### src/rtl/nfc_atom_cmd_addr_sequencer.sv
// ---------------------------------------------------------------------------
// nfc_atom_cmd_addr_sequencer
//
// Atomic command/address sequencer. Accepts one latched CA request (a command
// byte or 1-5 address bytes) and drives the NAND CE_n/CLE/ALE/WE_n/DQ pins
// with programmable tWP / tWH / post-sequence timing. Ready and a one-cycle
// LastStep are returned to the issuing command FSM.
//
// Ports:
//   iSystemClock  clock
//   iReset        synchronous reset, active-low
//   iStart        request (ACG command vector bit 3), taken only in IDLE
//   oReady        request may be accepted
//   oLastStep     one-cycle pulse when the sequence has completed
//   iTargetWay    one-hot way select (NumberOfWays bits)
//   iCASelect     1 = command byte (CLE), 0 = address bytes (ALE)
//   iCAData       up to five bytes, [39:32] sent first
//   iNumOfData    address byte count minus 1 (saturates at 5 bytes)
//   oPO_CE_n      chip enables, active-low
//   oPO_CLE       command latch enable
//   oPO_ALE       address latch enable
//   oPO_WE_n      write enable, active-low
//   oPO_DQ        data bus
//   oPO_DQ_OE     data bus output enable
//
// Optional feature macro: NFC_ACS_CE_HOLD_EN
//   When defined, CE_n of the last way stays asserted through DONE/IDLE until
//   reset or until a request to a different way; such a request gets one
//   extra SETUP cycle with all CE_n released.
// ---------------------------------------------------------------------------
module nfc_atom_cmd_addr_sequencer #(
    parameter int NumberOfWays = 4,
    parameter int WP_CYCLES    = 2,
    parameter int WH_CYCLES    = 2,
    parameter int POST_CYCLES  = 4
) (
    input  logic                    iSystemClock,
    input  logic                    iReset,
    input  logic                    iStart,
    output logic                    oReady,
    output logic                    oLastStep,
    input  logic [NumberOfWays-1:0] iTargetWay,
    input  logic                    iCASelect,
    input  logic [39:0]             iCAData,
    input  logic [2:0]              iNumOfData,
    output logic [NumberOfWays-1:0] oPO_CE_n,
    output logic                    oPO_CLE,
    output logic                    oPO_ALE,
    output logic                    oPO_WE_n,
    output logic [7:0]              oPO_DQ,
    output logic                    oPO_DQ_OE
);

    typedef enum logic [2:0] {
        IDLE,
        SETUP,
        WE_LOW,
        WE_HIGH,
        HOLD,
        DONE
    } state_t;

    localparam logic [5:0] WP_LOAD   = 6'(WP_CYCLES);
    localparam logic [5:0] WH_LOAD   = 6'(WH_CYCLES);
    localparam logic [5:0] POST_LOAD = 6'(POST_CYCLES);

    state_t                  state;
    logic [5:0]              phase;
    logic [2:0]              byte_idx;
    logic [2:0]              last_idx;
    logic [NumberOfWays-1:0] way;
    logic                    ca_sel;
    logic [39:0]             ca_data;
    logic [7:0]              cur_byte;
    logic [5:0]              setup_load;
    logic [NumberOfWays-1:0] ce_idle;
    logic [NumberOfWays-1:0] ce_setup;

`ifdef NFC_ACS_CE_HOLD_EN
    logic [NumberOfWays-1:0] held_way;
`endif

    // Byte 0 is the most significant byte of the request.
    always_comb begin
        cur_byte = ca_data[7:0];
        case (byte_idx)
            3'd0:    cur_byte = ca_data[39:32];
            3'd1:    cur_byte = ca_data[31:24];
            3'd2:    cur_byte = ca_data[23:16];
            3'd3:    cur_byte = ca_data[15:8];
            default: cur_byte = ca_data[7:0];
        endcase
    end

`ifdef NFC_ACS_CE_HOLD_EN
    // A switch away from a still-held way needs one extra SETUP cycle in which
    // every CE_n is released, so two ways are never enabled back to back.
    always_comb begin
        setup_load = 6'd1;
        if (held_way != '0 && held_way != iTargetWay) begin
            setup_load = 6'd2;
        end
        ce_idle  = ~held_way;
        ce_setup = (phase == 6'd2) ? '1 : ~way;
    end
`else
    always_comb begin
        setup_load = 6'd1;
        ce_idle    = '1;
        ce_setup   = ~way;
    end
`endif

    // Pin outputs are decoded from the state held before each edge, so every
    // pin lags the state register by one cycle; this keeps all outputs
    // registered while the byte index and WE_n still move on the same edge.
    always_ff @(posedge iSystemClock) begin
        if (!iReset) begin
            state     <= IDLE;
            phase     <= 6'd1;
            byte_idx  <= '0;
            last_idx  <= '0;
            way       <= '0;
            ca_sel    <= 1'b0;
            ca_data   <= '0;
`ifdef NFC_ACS_CE_HOLD_EN
            held_way  <= '0;
`endif
            oReady    <= 1'b1;
            oLastStep <= 1'b0;
            oPO_CE_n  <= '1;
            oPO_CLE   <= 1'b0;
            oPO_ALE   <= 1'b0;
            oPO_WE_n  <= 1'b1;
            oPO_DQ    <= 8'h00;
            oPO_DQ_OE <= 1'b0;
        end else begin
            // Output decode
            oReady    <= (state == IDLE);
            oLastStep <= (state == DONE);
            oPO_CE_n  <= ce_idle;
            oPO_CLE   <= 1'b0;
            oPO_ALE   <= 1'b0;
            oPO_WE_n  <= 1'b1;
            oPO_DQ    <= 8'h00;
            oPO_DQ_OE <= 1'b0;
            case (state)
                SETUP: begin
                    oPO_CE_n  <= ce_setup;
                    oPO_CLE   <= ca_sel;
                    oPO_ALE   <= ~ca_sel;
                    oPO_DQ    <= cur_byte;
                    oPO_DQ_OE <= 1'b1;
                end
                WE_LOW: begin
                    oPO_CE_n  <= ~way;
                    oPO_CLE   <= ca_sel;
                    oPO_ALE   <= ~ca_sel;
                    oPO_WE_n  <= 1'b0;
                    oPO_DQ    <= cur_byte;
                    oPO_DQ_OE <= 1'b1;
                end
                WE_HIGH: begin
                    oPO_CE_n  <= ~way;
                    oPO_CLE   <= ca_sel;
                    oPO_ALE   <= ~ca_sel;
                    oPO_DQ    <= cur_byte;
                    oPO_DQ_OE <= 1'b1;
                end
                HOLD: begin
                    oPO_CE_n  <= ~way;
                end
                default: ;
            endcase

            // Sequencing
            case (state)
                IDLE: begin
                    if (iStart) begin
                        way      <= iTargetWay;
                        ca_sel   <= iCASelect;
                        ca_data  <= iCAData;
                        byte_idx <= '0;
                        last_idx <= iCASelect ? 3'd0 :
                                    ((iNumOfData > 3'd4) ? 3'd4 : iNumOfData);
                        phase    <= setup_load;
`ifdef NFC_ACS_CE_HOLD_EN
                        held_way <= iTargetWay;
`endif
                        state    <= SETUP;
                    end
                end
                SETUP: begin
                    if (phase == 6'd1) begin
                        phase <= WP_LOAD;
                        state <= WE_LOW;
                    end else begin
                        phase <= phase - 6'd1;
                    end
                end
                WE_LOW: begin
                    if (phase == 6'd1) begin
                        phase <= WH_LOAD;
                        state <= WE_HIGH;
                    end else begin
                        phase <= phase - 6'd1;
                    end
                end
                WE_HIGH: begin
                    if (phase == 6'd1) begin
                        if (byte_idx != last_idx) begin
                            byte_idx <= byte_idx + 3'd1;
                            phase    <= WP_LOAD;
                            state    <= WE_LOW;
                        end else begin
                            phase <= POST_LOAD;
                            state <= HOLD;
                        end
                    end else begin
                        phase <= phase - 6'd1;
                    end
                end
                HOLD: begin
                    if (phase == 6'd1) begin
                        phase <= 6'd1;
                        state <= DONE;
                    end else begin
                        phase <= phase - 6'd1;
                    end
                end
                default: begin
                    state <= IDLE;
                end
            endcase
        end
    end

endmodule

### config.mk
export PLATFORM = sky130hd
export DESIGN_NAME = nfc_atom_cmd_addr_sequencer
export DESIGN_NICKNAME = d
export VERILOG_FILES = /design/src/rtl/nfc_atom_cmd_addr_sequencer.sv
export SDC_FILE = /design/constraint.sdc
export NUM_CORES = 1
export LEC_CHECK = 0
export CAP_MARGIN = 10
export CORE_MARGIN = 2
export CORE_UTILIZATION = 45
export DETAILED_ROUTE_END_ITERATION = 6
export PLACE_DENSITY = 0.69
export RECOVER_POWER = 50
export SLEW_MARGIN = 20
export SYNTH_ARGS = -nofsm -noshare
export SYNTH_HDL_FRONTEND = slang
export SYNTH_SLANG_ARGS = --single-unit
### constraint.sdc
create_clock -name iSystemClock -period 2.7 [get_ports iSystemClock]
set_input_delay 0.675 -clock iSystemClock [delete_from_list [all_inputs] [get_ports iSystemClock]]
set_output_delay 0.675 -clock iSystemClock [all_outputs]
set_load 0.005 [all_outputs]
# Yosys cells after proc, flatten, opt, wreduce, memory -nomap -nowiden
# Index checks and enable logic that the tools add are counted.
# Widths: inputs -> output; s select.
# op_classes
n_reduce_logical	13
order_cmp	1
n_bitwise	2
mul	0
mux	22
div_mod_pow	0
n_eq_ne	16
add_sub_neg	2
n_shift	0
# ops
op	n
$mux 3	12
$pmux 8 s4	1
$mux 6	4
$pmux 6 s4	1
$pmux 3 s5	1
$eq 3x2->1 const B	4
$ne 2x2->1 const B	6
$reduce_and 2->1	4
$eq 3x1->1 const B	2
$eq 3x3->1 const B	2
$eq 6x1->1 const B	1
$logic_not 3->1	2
$pmux 3 s2	1
$sub 6x1->6 const B	1
$reduce_and 5->1	1
$not 4->4	1
$reduce_and 4->1	1
$reduce_bool 4->1	1
$reduce_or 4->1	1
$add 3x1->3 const B	1
$gt 3x3->1 const B	1
$ne 3x3->1	1
$reduce_or 3->1	1
$mux 1	2
3 further kinds	3
# word_totals
reg_bits	78
latchBits	0
n_memories	0
mem_bits_rw	0
out_inout_bits	18
in_bits	51
romBits	0
word_cells	71

# Depth between registers and ports, before layout
# Gate-level depths: netlist (run 1).
# depth
ltp_word	4
ltp_mapped	7

# Least setup slack after synthesis (run 1)
# No wires, ideal clock.
# synth_timing
kind	flip-flop to flip-flop
start	register byte_idx[0]
end	register oPO_DQ[0]
n_path_buf	1
synth_period_minus_slack_ns	1.828
setup_time_ns	0.067
stages_incl_launch_ff	8
slack_ns	0.872
arrival_time_ns	1.761
cell_sequence	dfxtp_1 -> inv_1 -> ha_1 -> clkbuf_1 -> or3_1 -> a21oi_1 -> a221oi_1 -> nor2_1
# synth_via
elab_chain_len	2
word_cells_on_any_way	5
# synth_rtl
element	line_no	text
from (decl)	69	logic [2:0] byte_idx;
from (signal assigned)	212	byte_idx <= byte_idx + 3'd1;
$eq 3x2->1, or another cell as far along	86	case (byte_idx)
$pmux 8 s4 (*)	86	
to (signal assigned)	152	oPO_DQ <= cur_byte;
to (signal assigned)	160	oPO_DQ <= cur_byte;
to (signal assigned)	167	oPO_DQ <= cur_byte;
to (decl)	50	output logic [7:0] oPO_DQ,
# Every way passes the cells marked *; elsewhere a longest branch is shown, timed or not.
# A chain may end at the register's enable or synchronous reset.

# Final worst setup path (run 1)
# layout_timing
start	input port iReset
end	register oPO_CLE
# layout_via
elab_chain_len	1
# layout_rtl
element	line_no	text
from (decl)	38	input logic iReset,
$reduce_and 2->1 (no line)	--	
to (signal assigned)	150	oPO_CLE <= ca_sel;
to (signal assigned)	157	oPO_CLE <= ca_sel;
to (signal assigned)	165	oPO_CLE <= ca_sel;
to (decl)	47	output logic oPO_CLE,
# Every way passes these cells.

==> flow_summary_export.csv, run 1 <==
group,metric,value,unit
status,run_status,"completed",
detailed_routing,firstDrtPassIters,4,
grt,antenna_found_initial,0,
run,drv_cap,0,
die,initial_core_util,0.472,
synth,synth_nets,440,
detailed_routing,drt-initial-drc-count,119,
timing,max_slew_margin,0.592,
synth,syn_avg_cell_area,8.50,sq um
timing,setup-tns-final,0,ns
clock_network,cts_buffer_depth,2,
placed_design,dp_cells,527,
worst_setup_path,critPathCaptureType,"flop",
synth,ys_warn_count,0,
worst_setup_path,crit_family,"buffers and inverters",
worst_setup_path,cp_max_fo,13,
power,ir_drop,0.000345,V
worst_setup_path,path_cells,"dlygate4sd3_1 -> nor2b_1 -> o21ai_0 -> clkbuf_1 -> inv_1 -> and2_1",
grt,grt.total_usage,0.192,
die,die_x,88.9,um
clock_network,cts.sinks,78,
worst_hold_path,whs_endpoint,"oPO_CE_n[1]",
synth,synth_area,3250,sq um
detailed_routing,wl,7080,um
power,p_per_area,858,nW/um^2
finish,nFillCells,625,
clock_network,cts_tree,"yes",
synth,yosysSeqAreaShare,0.481,
synth,yosysUniqueCellTypes,39,
worst_setup_path,cp_data_arrival_time,2.38,ns
worst_setup_path,worstSetupPathType,"input port to flop",
clock_network,htree_levels,3,
die,placementRows,30,
worst_setup_path,cp.required,2.94,ns
worst_hold_path,min_from,"way[1]",
grt,grt_pass1_vias,2486,
detailed_routing,viasPerCell,5.06,
timing,hold_viol,0,
finish,fin_nets,500,
placed_design,port_buffers,68,
placed_design,dpl-instance-area,4010,sq um
worst_setup_path,critPathLaunchType,"input port",
worst_setup_path,crit_slowest_cell,"dlygate4sd3_1",
timing,finalSetupViolations,0,
timing,max_freq,0.468,GHz
timing,tightest_slew,0.611,ns
die,design.core.area,6870,sq um
timing,fin_hold_ws,0.387,ns
timing,finalCritPeriodShare,0.792,
detailed_routing,drc,0,
timing,finalMaxSlewViolations,0,
worst_setup_path,r2r_start,"phase[0]",
timing,period_needed,2.14,ns
worst_setup_path,r2r_slack,0.62,ns
clock_network,post-cts-setup-buffers,0,
timing,fin_skew,0.00939,ns
worst_hold_path,hold_path_depth,1,
finish,fin_cells,542,
die,die_h,88.9,um
worst_hold_path,min_path_type,"flop to flop",
worst_setup_path,cp_slowest_stage_delay,0.72,ns
die,die_area,7910,sq um
clock_network,post_cts_resized,0,
finish,seqCellArea,1560,sq um
detailed_routing,vias,2740,
clock_network,path_clk_slew,0.07,ns
finish,final_design_area_no_fill,4200,sq um
detailed_routing,drtAntennaViolNets,0,
clock_network,clock-root-buffer,"clkbuf_8",
clock_network,cts_hold_repair.buffers,0,
detailed_routing,wl_per_cell,13.1,um
grt,grt_first_pass_wirelength,11600,um
finish,synthToLayoutAreaGrowth,29.3,%
placed_design,dp_hpwl,4990,um
clock_network,numCtsBuffers,9,
grt,grt_max_degree,49,
power,cellLeakagePower,0.00157,uW
grt,gr-total-overflow,0,
finish,diodes,0,
synth,ys_ff_latch,78,
worst_setup_path,path_buf_inv,3,
placed_design,place.gp.congestion,0.872,
finish,final_util,0.611,
clock_network,clk-insertion-delay-late,0.35,ns
die,boundaryPins,69,
finish,multi_input_area,1550,sq um
finish,drive_gt1_frac,0.0493,
worst_setup_path,r2r_end,"byte_idx[1]",
worst_setup_path,reg2reg_depth,6,
timing,rsz0062_at_grt,"no",
synth,synth_cells,382,
[layout by cell type (no fill, tap or decap), types with 4 or more instances in the layout]
cell and count:
a21boi_0 49, a221oi_1 8, a222oi_1 8, clkbuf_8 10
clkdlybuf4s50_1 52, dfxtp_1 78, dlygate4sd3_1 16, ha_1 7
inv_1 9, nand2_1 111, nand3_1 4, nor2_1 27
or3_1 6, xnor2_1 6
[metal layers]
layer	GRT usage	wire, um	vias to the layer above
li1	-	-	1416
met1	0.260	3460	1253
met2	0.296	3150	61
met3	0.0360	328	10
met4	0.0909	144	0
met5	0	0	-
[cells in the mapped netlist]
master | number | area [sq um]
nand2_1 | 111 | 417
a21boi_1 | 2 | 15.0
nor4_1 | 2 | 12.5
o211ai_1 | 3 | 22.5
clkbuf_1 | 19 | 71.3
nand4_1 | 1 | 6.26
o221ai_1 | 2 | 17.5
o31ai_1 | 1 | 7.51
or4b_4 | 1 | 13.8
a21boi_0 | 49 | 368
or2_1 | 1 | 6.26
a211o_1 | 1 | 8.76
nand3_1 | 4 | 20.0
and2_1 | 3 | 18.8
o21ai_0 | 2 | 10.0
and3_1 | 1 | 6.26
a221oi_1 | 8 | 70.1
o22ai_1 | 2 | 12.5
and4_1 | 1 | 8.76
buf_2 | 4 | 20.0
nor2b_1 | 3 | 18.8
mux2i_1 | 3 | 30.0
nor3_1 | 2 | 10.0
or3_1 | 6 | 37.5
o21a_1 | 1 | 7.51
nand3b_1 | 1 | 7.51
nor2_1 | 27 | 101
inv_1 | 9 | 33.8
ha_1 | 7 | 87.6
nand2b_1 | 1 | 6.26
a21oi_4 | 1 | 16.3
buf_1 | 3 | 11.3
o21ai_1 | 2 | 10.0
a22o_1 | 1 | 8.76
a211oi_1 | 3 | 22.5
xnor2_1 | 6 | 52.6
a21oi_1 | 2 | 10.0
dfxtp_1 | 78 | 1560
a222oi_1 | 8 | 80.1
[worst max path at each step]
stage	slack, ns	cells after the start	from	end
after detailed placement	0.50	6	iReset	oPO_CLE
after global routing	0.44	6	iReset	oPO_CLE
after global placement	0.55	6	iReset	oPO_CLE
after floorplan	0.87	7	byte_idx[0]	oPO_DQ[0]
final	0.56	6	iReset	oPO_CLE
after CTS	0.60	6	phase[0]	byte_idx[1]
[metrics by stage]
step	setup WS, ns	total power, uW
after floorplan	0.872	2380
after global placement	0.555	2770
after detailed placement	0.497	2790
after CTS	0.599	3650
after global routing	0.437	3850
final	0.563	3600
[power breakdown]
part           switching (uW)  internal (uW)
Clock                     409            448
Combinational             674            527
Sequential                162           1380
Total                    1250           2350
[sequential cells by signal, indices dropped and copies added, names as in the netlist]
signal	flops
byte_idx	3
ca_data	40
ca_sel	1
last_idx	3
oLastStep	1
oPO_ALE	1
oPO_CE_n	4
oPO_CLE	1
oPO_DQ	8
oPO_DQ_OE	1
oPO_WE_n	1
oReady	1
phase	6
state	3
way	4
[cells by family (layout without fill, tap and decap cells)]
| group | after synthesis | in the layout | synth area share |
|---|---|---|---|
| AO/OA/AOI/OAI | 88 | 88 | 0.212 |
| XOR/XNOR | 6 | 6 | 0.0162 |
| adder cells (fa/ha/maj) | 7 | 7 | 0.0270 |
| buffers and inverters | 35 | 99 | 0.0420 |
| flip-flops | 78 | 78 | 0.481 |
| multiplexers | 3 | 3 | 0.00925 |
| AND/OR/NAND/NOR | 165 | 165 | 0.213 |
[cell type report]
class / count / share of cell area
Clock inverter: 5 / 0.0143
Sequential cell: 78 / 0.372
Inverter: 9 / 0.00805
Multi-Input combinational cell: 269 / 0.369
Clock buffer: 10 / 0.0328
Tap cell: 96 / 0.0286
Timing Repair Buffer: 75 / 0.175
(Power assumes the default switching activity.)
==> run 2, diff against run 1 <==
- PLACE_DENSITY: 0.69 -> 0.72
- clock period: 2.7 -> 1.9 ns (I/O delays scaled with it)
==> flow_summary_export.csv, run 2 (same netlist as run 1, synthesis figures left out) <==
group,metric,value,unit
status,run_status,"completed",
worst_setup_path,critPathLaunch,"phase[1]",
detailed_routing,wl,7180,um
die,design.core.area,6870,sq um
grt,grt.total_usage,0.196,
power,ir_drop,0.000662,V
timing,max_freq,0.539,GHz
finish,fin_nets,509,
finish,final_design_area_no_fill,4330,sq um
finish,drive_gt1_frac,0.0925,
timing,period_needed,1.86,ns
timing,max_slew_margin,0.728,
worst_hold_path,min_from,"way[0]",
timing,finalCritPeriodShare,0.977,
finish,layout_common_cells,"111 x nand2_1, 76 x dfxtp_1, 67 x clkdlybuf4s50_1",
finish,max_flop_register,"ca_data",
die,die_h,88.9,um
die,boundaryPins,69,
die,die_x,88.9,um
power,cellLeakagePower,0.00161,uW
clock_network,htree_levels,3,
grt,grt_first_pass_wirelength,11800,um
worst_setup_path,cp_max_fo,5,
finish,layout_commonest_cell,"nand2_1",
power,p_per_area,1220,nW/um^2
clock_network,cts_tree,"yes",
worst_setup_path,reg2reg_depth,7,
placed_design,place.gp.congestion,0.805,
timing,fin_skew,0.00722,ns
timing,postLayoutSetupSlackWorst,0.0431,ns
run,drv_cap,0,
grt,antenna_found_initial,0,
placed_design,place_ws,-0.0575,ns
clock_network,cts_buffer_depth,2,
worst_hold_path,min_path_type,"flop to flop",
clock_network,path_clk_slew,0.08,ns
timing,fin_hold_ws,0.385,ns
clock_network,cts_hold_repair.buffers,0,
detailed_routing,vias,2807,
detailed_routing,drt-initial-drc-count,190,
timing,finalSetupViolations,0,
detailed_routing,drc,0,
grt,grt_max_degree,49,
worst_setup_path,critPathCaptureType,"flop",
worst_setup_path,path_cells,"inv_2 -> ha_4 -> or4b_4 -> nor2_4 -> nand4_1 -> a21oi_4 -> mux2i_1",
worst_setup_path,r2r_slack,0.04,ns
worst_setup_path,worstSetupPathType,"flop to flop",
worst_setup_path,r2r_start,"phase[1]",
finish,nFillCells,607,
worst_setup_path,cp_slowest_stage_delay,0.50,ns
finish,synthToLayoutAreaGrowth,33.5,%
die,placementRows,30,
clock_network,clock-root-buffer,"clkbuf_8",
grt,gr-total-overflow,0,
timing,setup-tns-final,0,ns
die,die_area,7910,sq um
detailed_routing,drtAntennaViolNets,0,
placed_design,dp_hpwl,5120,um
clock_network,numCtsBuffers,9,
die,initial_core_util,0.472,
detailed_routing,firstDrtPassIters,4,
worst_setup_path,cp_data_arrival_time,2.13,ns
placed_design,port_buffers,68,
finish,diodes,0,
finish,top_regs,"ca_data x40, oPO_DQ x8, phase x6",
detailed_routing,viasPerCell,5.10,
worst_setup_path,critPathLaunchType,"flop",
timing,hold_viol,0,
worst_setup_path,crit_slowest_cell,"or4b_4",
worst_hold_path,hold_path_depth,1,
placed_design,dpl-instance-area,4100,sq um
worst_setup_path,r2r_end,"byte_idx[1]",
timing,rsz0062_at_grt,"yes",
timing,tightest_slew,0.408,ns
timing,finalMaxSlewViolations,0,
clock_network,clk-insertion-delay-late,0.34,ns
worst_hold_path,whs_endpoint,"oPO_CE_n[0]",
worst_setup_path,cp.required,2.17,ns
detailed_routing,wl_per_cell,13.0,um
clock_network,cts.sinks,78,
grt,grt_pass1_vias,2516,
finish,largest_reg_flops,40,
==> run 2: changes by cell type in the layout (fill, tap and decap cells not counted), sizes merged <==
cell,change
buf,+12
clkdlybuf4s50,+15
dlygate4sd3,-15
clkbuf,-4
==> run 2: area by class of cell <==
| class | count | area [sq um] | share of cell area |
|---|---|---|---|
| clock buffers | 9 | 124 | 0.0286 |
| clock inverters | 5 | 52.6 | 0.0121 |
| inverters | 9 | 33.8 | 0.00779 |
| multi-input cells | 269 | 1590 | 0.367 |
| flip-flops and latches | 78 | 1560 | 0.361 |
| well taps | 96 | 120 | 0.0277 |
| repair buffers | 84 | 851 | 0.196 |
==> run 2: worst max path at each step <==
| stage | endpoint | slack, ns | cells after the start |
|---|---|---|---|
| floorplan | oPO_DQ[0] | 0.07 | 7 |
| CTS | byte_idx[1] | -0.004 | 7 |
| detailed placement | byte_idx[1] | -0.06 | 7 |
| global route | byte_idx[1] | -0.07 | 7 |
| global placement | byte_idx[2] | -0.003 | 7 |
| finish | byte_idx[1] | 0.04 | 7 |
==> run 2: critical path: cells and delay by family (launching register included) <==
kind,cells,cell delay [ns]
multiplexers,1,0.20
AO/OA/AOI/OAI,1,0.26
AND/OR/NAND/NOR,3,0.82
adder cells (fa/ha/maj),1,0.11
flip-flops,1,0.33
buffers and inverters,1,0.07
==> run 2: report_power, final <==
| group | internal [uW] | leakage (uW) | switching [uW] |
|---|---|---|---|
| sequential | 1960 | 0.000638 | 243 |
| combinational | 920 | 0.000878 | 1010 |
| clock | 585 | 0.0000907 | 568 |
==> run 2: through the flow <==
stage / instances / util / total power [uW]
floorplan: 382 / - / 3380
global placement: 534 / 0.597 / 4040
detailed placement: 534 / 0.597 / 4070
CTS: 548 / 0.624 / 5240
global route: 550 / 0.631 / 5680
finish: 550 / 0.631 / 5290
==> run 2: per-layer routing <==
layer / up-vias / global-route usage / wire, um
li1: 1435 / - / -
met1: 1292 / 0.269 / 3440
met2: 72 / 0.296 / 3250
met3: 8 / 0.0526 / 389
met4: 0 / 0.0744 / 97
met5: - / 0 / 0
==> run 2: what timing repair did <==
item,CTS,global route
gates cloned,0,0
setup buffers,0,2
gates resized for setup,3,11
pin swaps,0,5
setup endpoints to repair,7,13
==> edit 1 (config.mk and constraints of run 2) <==
Make the reset (`iReset`) asynchronous in one clocked block. Comments in the files are not updated.
--- a/src/rtl/nfc_atom_cmd_addr_sequencer.sv
+++ b/src/rtl/nfc_atom_cmd_addr_sequencer.sv
@@ -115,5 +115,5 @@
     // pin lags the state register by one cycle; this keeps all outputs
     // registered while the byte index and WE_n still move on the same edge.
-    always_ff @(posedge iSystemClock) begin
+    always_ff @(posedge iSystemClock or negedge iReset) begin
         if (!iReset) begin
             state     <= IDLE;
Function: differs if iReset is asserted again (counterexample within 4 cycles, from zero or initial values and one cycle with iReset low); with iReset held inactive, the same outputs for 10 cycles.
==> edit 1 against run 2 <==
- fmax rose by 1.7%
- final area rose by 7.1%
- total power rose by 43%
- count of clock-buffer cells in the layout rose by 1
- clock power rose by 50%
- sequential cell count did not move
- worst hold slack got worse by 0.18 ns
- area after synthesis rose by 6.1%
- largest power group is now combinational cells
- wire length rose by 5.9%
- worst setup slack improved by 0.032 ns
==> edit 1: results (changes against run 2) <==
place_ws_ns: -0.0630  # -0.00551 ns
use_met3_pct: 4.40  # -0.86 points
ir_worst_vdd_uv: 580  # -12%
nFillCells: 590  # -2.8%
placed_area_um2: 4320  # +5.3%
ff2ff_setup_slack_ns: 0.10  # +0.06 ns
met2_length_um: 3530  # +8.7%
rr_endpoint: "oPO_DQ[5]$_DFF_PN0_"
r2r_start: "byte_idx[0]$_DFFE_PN0P_"
use_met2_pct: 28.4  # -1.2 points
critPathCapture: "oPO_CE_n[1]"
wl_um: 7600  # +5.9%
met1Wirelength_um: 3530  # +2.6%
synthTopCellsByArea: "dfrtp_1, nand2_1, dfstp_2"
async_flop_share_pct: 100  # +100 points
drive_gt1_share_pct: 12.4  # +3.2 points
synthesis.nets: 428  # -2.7%
routabilityCongestion: 0.814  # +1.2%
seq_area_frac_synth_pct: 56.9  # +8.8 points
worstHoldPathType: "in -> async"
startpoint: "oPO_CE_n[1]$_DFF_PN1_"
cp_slowest_cell: "dfstp_2"
period_minus_slack_ns: 1.83  # -0.0317 ns
synthTopCellsByCount: "nand2_1, dfrtp_1, nor2_1"
syn_avg_cell_area_um2: 9.31  # +9.6%
grt.total_usage_pct: 18.9  # -0.71 points
critPathTopFamily: "flip-flops"
layout.nets: 504  # -0.98%
max_slew.worst_pin.slew_ns: 0.789  # +0.381 ns
drt_first_pass_iters: 5  # +1
grt_pass1_vias: 2685  # +6.7%
cpPeakStageDelay_ns: 0.52  # +0.02 ns
viasPerCell: 5.07  # -0.64%
dp.cells: 533  # -0.19%
synthDistinctLibCells: 46  # +18%
hold_ws_ns: 0.201  # -0.184 ns
p_leak_nw: 2.23  # +39%
status: "finished clean"
edit 1: cell types whose count changed after synthesis, moves of 3 or more:
cell	change
a21boi_0	-48
and2_1	-3
buf_1	-3
buf_2	+4
clkbuf_1	-8
dfrtp_1	+71
dfstp_2	+7
dfxtp_1	-78
mux2i_1	-3
nand2_1	+38
nand3_1	+3
nor3_1	+3
or3_1	-3
xor2_1	+3
edit 1: cell families after synthesis:
family	after synthesis	share of synthesized area, %
simple gates	208	25.5
xor+xnor	7	1.78
buf+inv	30	4.00
flops	78	56.9
fa+ha+maj	7	2.54
compound gates	40	9.23
edit 1: cell type report:
cell class	count	area, um^2	area share [%]
clock inverters	6	158	3.40
flip-flops and latches	78	1960	42.2
clock buffers	10	128	2.75
multi-input cells	262	1390	30.0
repair buffers	87	848	18.3
well taps	99	124	2.67
inverters	8	30.0	0.647
edit 1: power breakdown:
group,internal (W),switching [W],total [W]
Sequential,0.00245,0.000458,0.00291
Clock,0.00114,0.000590,0.00173
Combinational,0.00143,0.00149,0.00292
==> edit 2 (flow settings as in run 2) <==
Made on the original files. `NumberOfWays`: 4 -> 5.
--- a/src/rtl/nfc_atom_cmd_addr_sequencer.sv
+++ b/src/rtl/nfc_atom_cmd_addr_sequencer.sv
@@ -30,5 +30,5 @@
 // ---------------------------------------------------------------------------
 module nfc_atom_cmd_addr_sequencer #(
-    parameter int NumberOfWays = 4,
+    parameter int NumberOfWays = 5,
     parameter int WP_CYCLES    = 2,
     parameter int WH_CYCLES    = 2,
Ports: changed (resized iTargetWay and oPO_CE_n); port bits go from 69 to 71. No check against the original RTL was run, so the function may have changed too.
==> edit 2 against run 2 <==
- combinational power down 4%
- final area is 3.1% higher
- worst setup slack better by 0.11 ns
- sequential cell count increased by 2
- total power grew 2.1%
- synthesized cell count rose by 2.1%
- wire length up 7.9%
- area after synthesis up 4.4%
- die area grew 4.2%
- cell count grew 2.5%
- critical path depth shrank 3
- critical endpoint is now phase[2]$_SDFFE_PN0P_
- largest cell class unchanged
- highest routed layer unchanged
==> edit 2: results (changes against run 2) <==
fin_crit_sh_pct: 92.0  # -5.7 points
synthTopCellsByCount: "nand2_1, dfxtp_1, a21boi_0"
fin_cells: 564  # +2.5%
critPathCapture: "phase[2]$_SDFFE_PN0P_"
switching_share_pct: 34.3  # -0.14 points
layout.nets: 519  # +2.0%
slew_headroom_pct: 64.7  # -8.1 points
io_buffer_count: 70  # +2.9%
placed_area_um2: 4260  # +3.9%
dp_hpwl_um: 5530  # +7.9%
cts_resized: 0  # -3
routabilityCongestion: 0.894  # +11%
dr.first_iter.drc_count: 132  # -31%
ir_worst_vdd_uv: 447  # -33%
startpoint: "phase[3]$_SDFFE_PN0P_"
grt_pass1_wl_um: 12600  # +7.3%
grt.total_usage_pct: 19.1  # -0.50 points
synthesis.nets: 449  # +2.0%
place_ws_ns: -0.103  # -0.0457 ns
r2r_start: "phase[3]$_SDFFE_PN0P_"
ff2ff_setup_slack_ns: 0.15  # +0.11 ns
drive_gt1_share_pct: 8.60  # -0.65 points
crit_arrival_ns: 1.97  # -0.16 ns
ff2ff_path_depth: 4  # -3
hold_end: "oPO_CE_n[3]$_SDFF_PN1_"
clk_latency_ns: 0.36  # +0.02 ns
num_vias: 2914  # +3.8%
dp.cells: 548  # +2.6%
status: "finished clean"
-- edit 2: cell types whose count changed after synthesis, sizes merged, moves of 3 or more --
cell    before  now
nand3        4    7
xor2         0    6
xnor2        6    0
nor2        27   24
nor3b        0    3
or3          6    3
nand2b       1    4
-- edit 2: final cells by class --
type                    count  area [um^2]
flip-flops and latches     80         1600
multi-input cells         274         1630
well taps                  99          124
clock inverters             5         81.3
fillers                   652         2790
clock buffers              11          131
repair buffers             88          868
inverters                   7         26.3
-- edit 2: logic make-up after synthesis --
kind of cell    Yosys count  share of synthesized area, %
mux                       3                         0.887
fa+ha+maj                 7                          2.59
buf+inv                  36                          4.40
flops                    80                          47.3
compound gates           86                          19.8
simple gates            172                          23.5
xor+xnor                  6                          1.55
-- edit 2: stage by stage --
step	hold slack, ns	util, %
CTS	0.386	61.7
detailed placement	0.368	58.7
global placement	0.367	58.7
global route	0.412	61.6
finish	0.382	61.6
floorplan	0.358	-
-- edit 2: routing by layer --
metal  share of wire, %  track usage, %  routed length, um  vias up
met5                  0               0                  0        -
met3                5.9            5.34                456       14
met2                 45            28.6               3450       90
met4                1.7            7.31                130        0
li1                   -               -                  -     1478
met1                 48            26.1               3710     1332
-- edit 2: critical path, stage by stage (launching register included) --
cell       delay (ns)
dfxtp_1          0.36
nor4_4           0.43
nand2_4          0.15
a2111oi_0        0.56
a211oi_1         0.11
-- edit 2: power groups by stage --
stage / Sequential [W] / Combinational, W / Clock [W]
floorplan: 0.00216 / 0.00131 / 0
global placement: 0.00223 / 0.00183 / 0
detailed placement: 0.00224 / 0.00185 / 0
CTS: 0.00220 / 0.00186 / 0.00137
global route: 0.00224 / 0.00206 / 0.00144
finish: 0.00220 / 0.00185 / 0.00135
